### src/rtl/puf_result_pkg.sv
// Shared layout constants and unloader state encoding for the PUF
// test FSM, result unloader and host handler.
package puf_result_pkg;

    localparam int RESULT_ADDR_WIDTH = 13;
    localparam int N_TESTS = 8;

    localparam logic [7:0] PUF_HEADER_BYTE = 8'hA5;

    typedef enum logic [2:0] {
        IDLE,
        HDR,
        RD,
        WAIT,
        SEND,
        CKSUM,
        FIN
    } unload_state_t;

endpackage

### src/rtl/puf_result_unloader_rise_detect.sv
// Registered rising-edge detector with synchronous active-high reset.
// After reset the history bit is 0, so a level already high reads as an edge.
module rise_detect (
    input  logic clk_1,
    input  logic rst,
    input  logic d,
    output logic rise
);

    logic q;

    always_ff @(posedge clk_1) begin
        if (rst) begin
            q <= 1'b0;
        end else begin
            q <= d;
        end
    end

    assign rise = d & ~q;

endmodule

### src/rtl/puf_result_unloader.sv
// Streams the PUF per-test pass counts as a framed byte sequence.
// Define PUF_RESULT_CHECKSUM_EN to append an XOR checksum byte to each frame.
module puf_result_unloader
    import puf_result_pkg::*;
#(
    parameter int ADDR_WIDTH = RESULT_ADDR_WIDTH,
    parameter int DATA_WIDTH = 8,
    parameter int N_RESULTS = N_TESTS,
    parameter int BASE_ADDR = 1,
    parameter logic [DATA_WIDTH-1:0] HEADER_BYTE = PUF_HEADER_BYTE
) (
    input  logic                  clk_1,
    input  logic                  rst,
    input  logic                  test_done,
    output logic [ADDR_WIDTH-1:0] mem_raddr,
    input  logic [DATA_WIDTH-1:0] mem_dout,
    output logic [DATA_WIDTH-1:0] tx_data,
    output logic                  tx_valid,
    input  logic                  tx_ready,
    output logic                  busy,
    output logic                  frame_done
);

    localparam logic [7:0] LAST_IDX = 8'(N_RESULTS - 1);
    localparam logic [ADDR_WIDTH-1:0] BASE = ADDR_WIDTH'(BASE_ADDR);

    unload_state_t state;
    logic [7:0] idx;
    logic start;
    logic xfer;

`ifdef PUF_RESULT_CHECKSUM_EN
    logic [DATA_WIDTH-1:0] checksum;
`endif

    rise_detect u_rise (
        .clk_1(clk_1),
        .rst  (rst),
        .d    (test_done),
        .rise (start)
    );

    assign xfer = tx_valid & tx_ready;

    // The read address is issued on the way into RD, so the synchronous
    // memory has its data ready by the end of WAIT.
    always_ff @(posedge clk_1) begin
        if (rst) begin
            state      <= IDLE;
            mem_raddr  <= BASE;
            tx_data    <= '0;
            tx_valid   <= 1'b0;
            busy       <= 1'b0;
            frame_done <= 1'b0;
            idx        <= '0;
`ifdef PUF_RESULT_CHECKSUM_EN
            checksum   <= '0;
`endif
        end else begin
            frame_done <= 1'b0;
            unique case (state)
                IDLE: begin
                    if (start) begin
                        state    <= HDR;
                        busy     <= 1'b1;
                        idx      <= '0;
                        tx_data  <= HEADER_BYTE;
                        tx_valid <= 1'b1;
`ifdef PUF_RESULT_CHECKSUM_EN
                        checksum <= '0;
`endif
                    end
                end
                HDR: begin
                    if (xfer) begin
                        tx_valid  <= 1'b0;
                        mem_raddr <= BASE + ADDR_WIDTH'(idx);
                        state     <= RD;
                    end
                end
                RD: begin
                    state <= WAIT;
                end
                WAIT: begin
                    tx_data  <= mem_dout;
                    tx_valid <= 1'b1;
`ifdef PUF_RESULT_CHECKSUM_EN
                    checksum <= checksum ^ mem_dout;
`endif
                    state    <= SEND;
                end
                SEND: begin
                    if (xfer) begin
                        tx_valid <= 1'b0;
                        idx      <= idx + 8'd1;
                        if (idx == LAST_IDX) begin
`ifdef PUF_RESULT_CHECKSUM_EN
                            state <= CKSUM;
`else
                            state <= FIN;
`endif
                        end else begin
                            mem_raddr <= BASE + ADDR_WIDTH'(idx)
                                       + ADDR_WIDTH'(1);
                            state     <= RD;
                        end
                    end
                end
                CKSUM: begin
`ifdef PUF_RESULT_CHECKSUM_EN
                    if (!tx_valid) begin
                        tx_data  <= checksum;
                        tx_valid <= 1'b1;
                    end else if (tx_ready) begin
                        tx_valid <= 1'b0;
                        state    <= FIN;
                    end
`else
                    state <= FIN;
`endif
                end
                FIN: begin
                    frame_done <= 1'b1;
                    busy       <= 1'b0;
                    tx_valid   <= 1'b0;
                    mem_raddr  <= BASE;
                    state      <= IDLE;
                end
                default: begin
                    state <= IDLE;
                end
            endcase
        end
    end

endmodule

### config.mk
export PLATFORM = sky130hd
export DESIGN_NAME = puf_result_unloader
export DESIGN_NICKNAME = d
export VERILOG_FILES = /design/src/rtl/puf_result_pkg.sv /design/src/rtl/puf_result_unloader_rise_detect.sv /design/src/rtl/puf_result_unloader.sv
export SDC_FILE = /design/constraint.sdc
export NUM_CORES = 1
export LEC_CHECK = 0
export BUFFER_PORTS_ARGS = -buffer_cell sky130_fd_sc_hd__buf_2
export CORE_ASPECT_RATIO = 0.75
export CORE_MARGIN = 2
export CORE_UTILIZATION = 40
export DETAILED_ROUTE_END_ITERATION = 12
export HOLD_SLACK_MARGIN = 0.12
export PLACE_DENSITY = 0.62
export SYNTH_ARGS = -nofsm -noshare
export SYNTH_HDL_FRONTEND = slang
export SYNTH_SLANG_ARGS = --single-unit
### constraint.sdc
create_clock -name clk_1 -period 2.8 [get_ports clk_1]
set_input_delay 0.42 -clock clk_1 [delete_from_list [all_inputs] [get_ports clk_1]]
set_output_delay 0.42 -clock clk_1 [all_outputs]
set_load 0.01 [all_outputs]
Word level (Yosys, flattened, before mapping)
Index checks and enable logic that the tools add are counted.
Widths: inputs -> output; s select.

storage, ports and cells
  register bits = 36
  output and inout bits = 24
  word-level logic and storage cells = 58

operators by class
  add/sub/neg operators = 3
  equality and inequality tests = 12
  multiplexer cells = 19
  bitwise logic cells = 3
  reductions and logical operators = 13

operators with widths
  kind                  number
  $mux 13               3
  $pmux 13 s3           1
  $pmux 8 s2            2
  $mux 8                3
  $pmux 3 s6            1
  $mux 3                4
  $add 9x1->10 const B  1
  $add 1x8->9 const A   1
  $eq 3x3->1 const B    3
  $reduce_and 3->1      3
  $add 8x1->8 const B   1
  $eq 8x3->1 const B    1
  $ne 2x2->1 const B    4
  $eq 3x2->1 const B    2
  $reduce_bool 2->1     3
  $pmux 1 s4            1
  $reduce_and 2->1      2
  $reduce_and 4->1      1
  $reduce_bool 4->1     1
  $eq 3x1->1 const B    1
  $logic_not 3->1       1
  $mux 1                3
  $reduce_bool 3->1     1
  $and 1x1->1           2
  4 further kinds       4

Logic depth before layout (Yosys ltp)
  depth in word-level cells = 5
  mapped depth = 8

Hierarchy
Synthesis repeated with hierarchy kept, for this count alone.

unflattened totals
  cell total of the unflattened synthesis = 202
  area, all modules = 1730.4 µm²

modules (own cells, without submodules)
  module               instances  cells each  area an instance (µm²)
  puf_result_unloader  1          199         1682.9
  rise_detect          1          3           47.5

Worst setup path after synthesis
No wires, ideal clock.

  path kind = reg-to-reg
  from = reg idx[0]
  to = reg mem_raddr[5]
  arrival = 1.881 ns
  required time = 2.714 ns
  slack = 0.834 ns
  cell stages (with the launch flop) = 9
  buffers on the path = 1
  path through = dfxtp_1 > buf_2 > inv_1 > ha_1 > nor2_1 > and4_2 > nor2b_1 > o32a_1 > a211oi_1

between the ends
  longest elaborated chain between the ends = 5

ends and longest elaborated chain
  item                    line                                                   source
  from (decl)             puf_result_unloader.sv:28                              logic [7:0] idx;
  from (signal assigned)  puf_result_unloader.sv:95                              idx <= idx + 8'd1;
  $add 1x8->9             puf_result_unloader.sv:77, puf_result_unloader.sv:103
  $add 9x1->10            puf_result_unloader.sv:104                             + ADDR_WIDTH'(1);
  $mux 13                 puf_result_unloader.sv:96                              if (idx == LAST_IDX) begin
  $mux 13                 puf_result_unloader.sv:93                              if (xfer) begin
  $pmux 13 s3             puf_result_unloader.sv:61                              unique case (state)
  to (signal assigned)    puf_result_unloader.sv:77                              mem_raddr <= BASE + ADDR_WIDTH'(idx);
  to (signal assigned)    puf_result_unloader.sv:103                             mem_raddr <= BASE + ADDR_WIDTH'(idx)
  to (decl)               puf_result_unloader.sv:15                              output logic [ADDR_WIDTH-1:0] mem_raddr,

Several ways; a longest one is shown, not always the timed one. The select of a mux whose other input is x is not followed.
A chain may end at the register's enable or synchronous reset.

Worst setup path after layout
  from = reg idx[2]
  to = reg mem_raddr[6]

The elaborated chain is that of the path after synthesis.

==> summary.txt <==
Cells and area
  • Finished Layout Cells: 301
  • Area grow syn2layout: 8.83%
  • Layout cells sized above 1: 0.230
  • Most common cell after layout, fill and taps aside: nor2_1
  • Multi-input gate area: 1020 um^2
  • Most frequent cells in the layout: 40 x nor2_1, 33 x dfxtp_1, 32 x buf_2
  • Number of diodes: 0
  • Final net count: 258
  • Fillers: 444
  • Reg area: 661 um^2

STA
  • Final Setup Violations: 0
  • Final Max Slew Viols: 0
  • Clock Skew: 0.00894 ns
  • Least-Margin Pin Slew: 0.999 ns
  • Post-layout min period: 2.11 ns
  • Unrepaired setup endpoints after global routing: no
  • FMAX: 0.474 GHz
  • Final hold viol count: 0
  • Fin crit share: 0.753
  • Final TNS setup: 0 ns
  • Worst slew margin: 0.328

Floorplanning
  • Die footprint: 5320 um^2
  • Core area: 4520 um^2
  • Die height: 63.7 um
  • Number of top-level pins: 36
  • Site Rows: 21
  • Starting Density: 0.420
  • Die width: 83.5 um

Worst setup path
  • CP arrival: 2.31 ns
  • Worst Path Buf+Inv: 0
  • Worst path cell trace: ha_1 > nand4_1 > xor2_1 > nor3b_1 > or3_1 > a311oi_1
  • Critical Path Sink Type: flip-flop
  • WS Path Type: flip-flop to flip-flop
  • Top delay family on crit path: simple AND/OR/NAND/NOR gates
  • Slowest-stage cell, CP: dfxtp_1
  • CP max stage delay: 0.45 ns
  • Worst-path maximum fanout: 7
  • CP required: 3.00 ns
  • CP startpoint kind: flip-flop

Logic synthesis
  • Synth Instances: 218
  • Seq cells post-synth: 33
  • Synth Flop Type: dfxtp_1
  • Sequential fraction of the synthesis area: 0.348
  • Synth Cell Area: 1900 um^2
  • Yosys synthesis warning count: 0
  • Ys async rst share: 0
  • Mean Syn Cell Area: 8.71 um^2
  • Post-synth EDFFs: 0
  • Netlist cell types: 55

Route
  • Vias per cell: 5.36
  • Drc violations: 0
  • Initial DRC count: 158
  • WL final: 4.11 mm
  • DRT Pass-1 Iters: 4
  • Vias: 1612
  • Post-route ant nets: 0
  • Routed WL per cell: 13.7 um

Power
  • Total power per unit cell area: 510 nW/um^2
  • Max IR drop VDD: 0.000247 V
  • Leak: 0.000832 uW

Clock network
  • CTS Sinks: 33
  • Hold buffer count at cts: 0
  • Cts bufs inserted: 5
  • Clock root buffer: clkbuf_8
  • Skew-Pair Late Insertion Delay: 0.29 ns
  • Register clock-pin slew on the reported worst setup and hold paths: 0.07 ns
  • PostCTS Resize Cnt: 0
  • # H-tree levels: 2
  • Clock Path Buffers: 2
  • CTS tree: built
  • Post-CTS setup buffer count: 0

Job
  • Max_cap viols: 0

Hold path
  • Worst Hold Class: primary input to flip-flop

Placed design
  • Buffers on Ports: 32
  • DP Cell Count: 293
  • GP Congestion: 0.813
  • HPWL after DPL: 2.84 mm

Global routing
  • Vias in the first global route: 1357
  • First-pass GRT wire length: 6.68 mm
  • GRT Total Usage: 0.157
  • GRT overflow: 0
  • Initial antenna violation count: 0
  • Largest net degree at the start of global routing: 35

Status
  • Outcome: finished, final reports clean
-- final cells by class --
cell class,count,share of cell area
multi-input combinational,166,0.495
sequential,33,0.320
timing repair buffer,35,0.0884
clock buffer,6,0.0400
tap,57,0.0345
clock inverter,2,0.0182
inverter,2,0.00363
-- cells by family (layout without fill, tap and decap cells) --
family,after synthesis,after routing,synth area share
and+or+nand+nor,94,94,0.262
AOI/OAI and AO/OA,57,57,0.209
DFF,33,33,0.348
buffers and inverters,21,45,0.117
xor gates and xnor gates,8,8,0.0369
adders and majority gates,3,3,0.0198
other,1,3,0.00198
muxes,1,1,0.00593
-- cells in the mapped netlist, types with 5 or more instances --
library cell  instances  share of area
nor3_1                7          0.018
o21ai_0               5          0.013
a21oi_1              16          0.042
nor2b_1               7          0.023
nor2_1               40          0.079
dfxtp_1              33           0.35
nand2_1              10          0.020
xor2_1                5          0.023
a22oi_1               7          0.028
-- worst paths after layout --
| kind | startpoint | end | slack, ns | depth (start not counted) |
|---|---|---|---|---|
| worst max-delay path | idx[2] | mem_raddr[6] | 0.69 | 6 |
| worst min-delay path | test_done | u_rise.q | 0.37 | 2 |
| worst max register to register | idx[2] | mem_raddr[6] | 0.69 | 6 |
| worst min register to register | mem_raddr[9] | mem_raddr[9] | 0.48 | 1 |
-- layer usage --
| metal | routed length (um) | global-route usage | vias up |
|---|---|---|---|
| met2 | 1630 | 0.214 | 37 |
| met1 | 2250 | 0.232 | 753 |
| met5 | 0 | 0 | - |
| li1 | - | - | 818 |
| met4 | 34 | 0.0605 | 0 |
| met3 | 195 | 0.0419 | 4 |
-- stage by stage --
| step | setup WS, ns | hold slack (ns) | total power, uW | instance area (um^2) | utilization |
|---|---|---|---|---|---|
| after global placement | 0.720 | 0.467 | 594 | 1950 | 0.431 |
| after global routing | 0.481 | 0.377 | 1090 | 2070 | 0.457 |
| final | 0.690 | 0.366 | 1050 | 2070 | 0.457 |
| after floorplan | 0.834 | 0.502 | 577 | 1910 | - |
| after detailed placement | 0.730 | 0.469 | 593 | 1950 | 0.431 |
| after CTS | 0.700 | 0.362 | 1060 | 2070 | 0.457 |
-- flip-flops by register name, summed over array words and instances (netlist names) --
register    cells
mem_raddr      10
idx             8
tx_data         8
state           3
busy            1
frame_done      1
tx_valid        1
u_rise.q        1
-- power by group --
| group | internal [uW] | switching (uW) |
|---|---|---|
| Clock | 289 | 181 |
| Combinational | 34.9 | 52.0 |
| Sequential | 484 | 12.3 |
| Total | 808 | 246 |
Note: power is estimated with default switching activity, not from simulation.
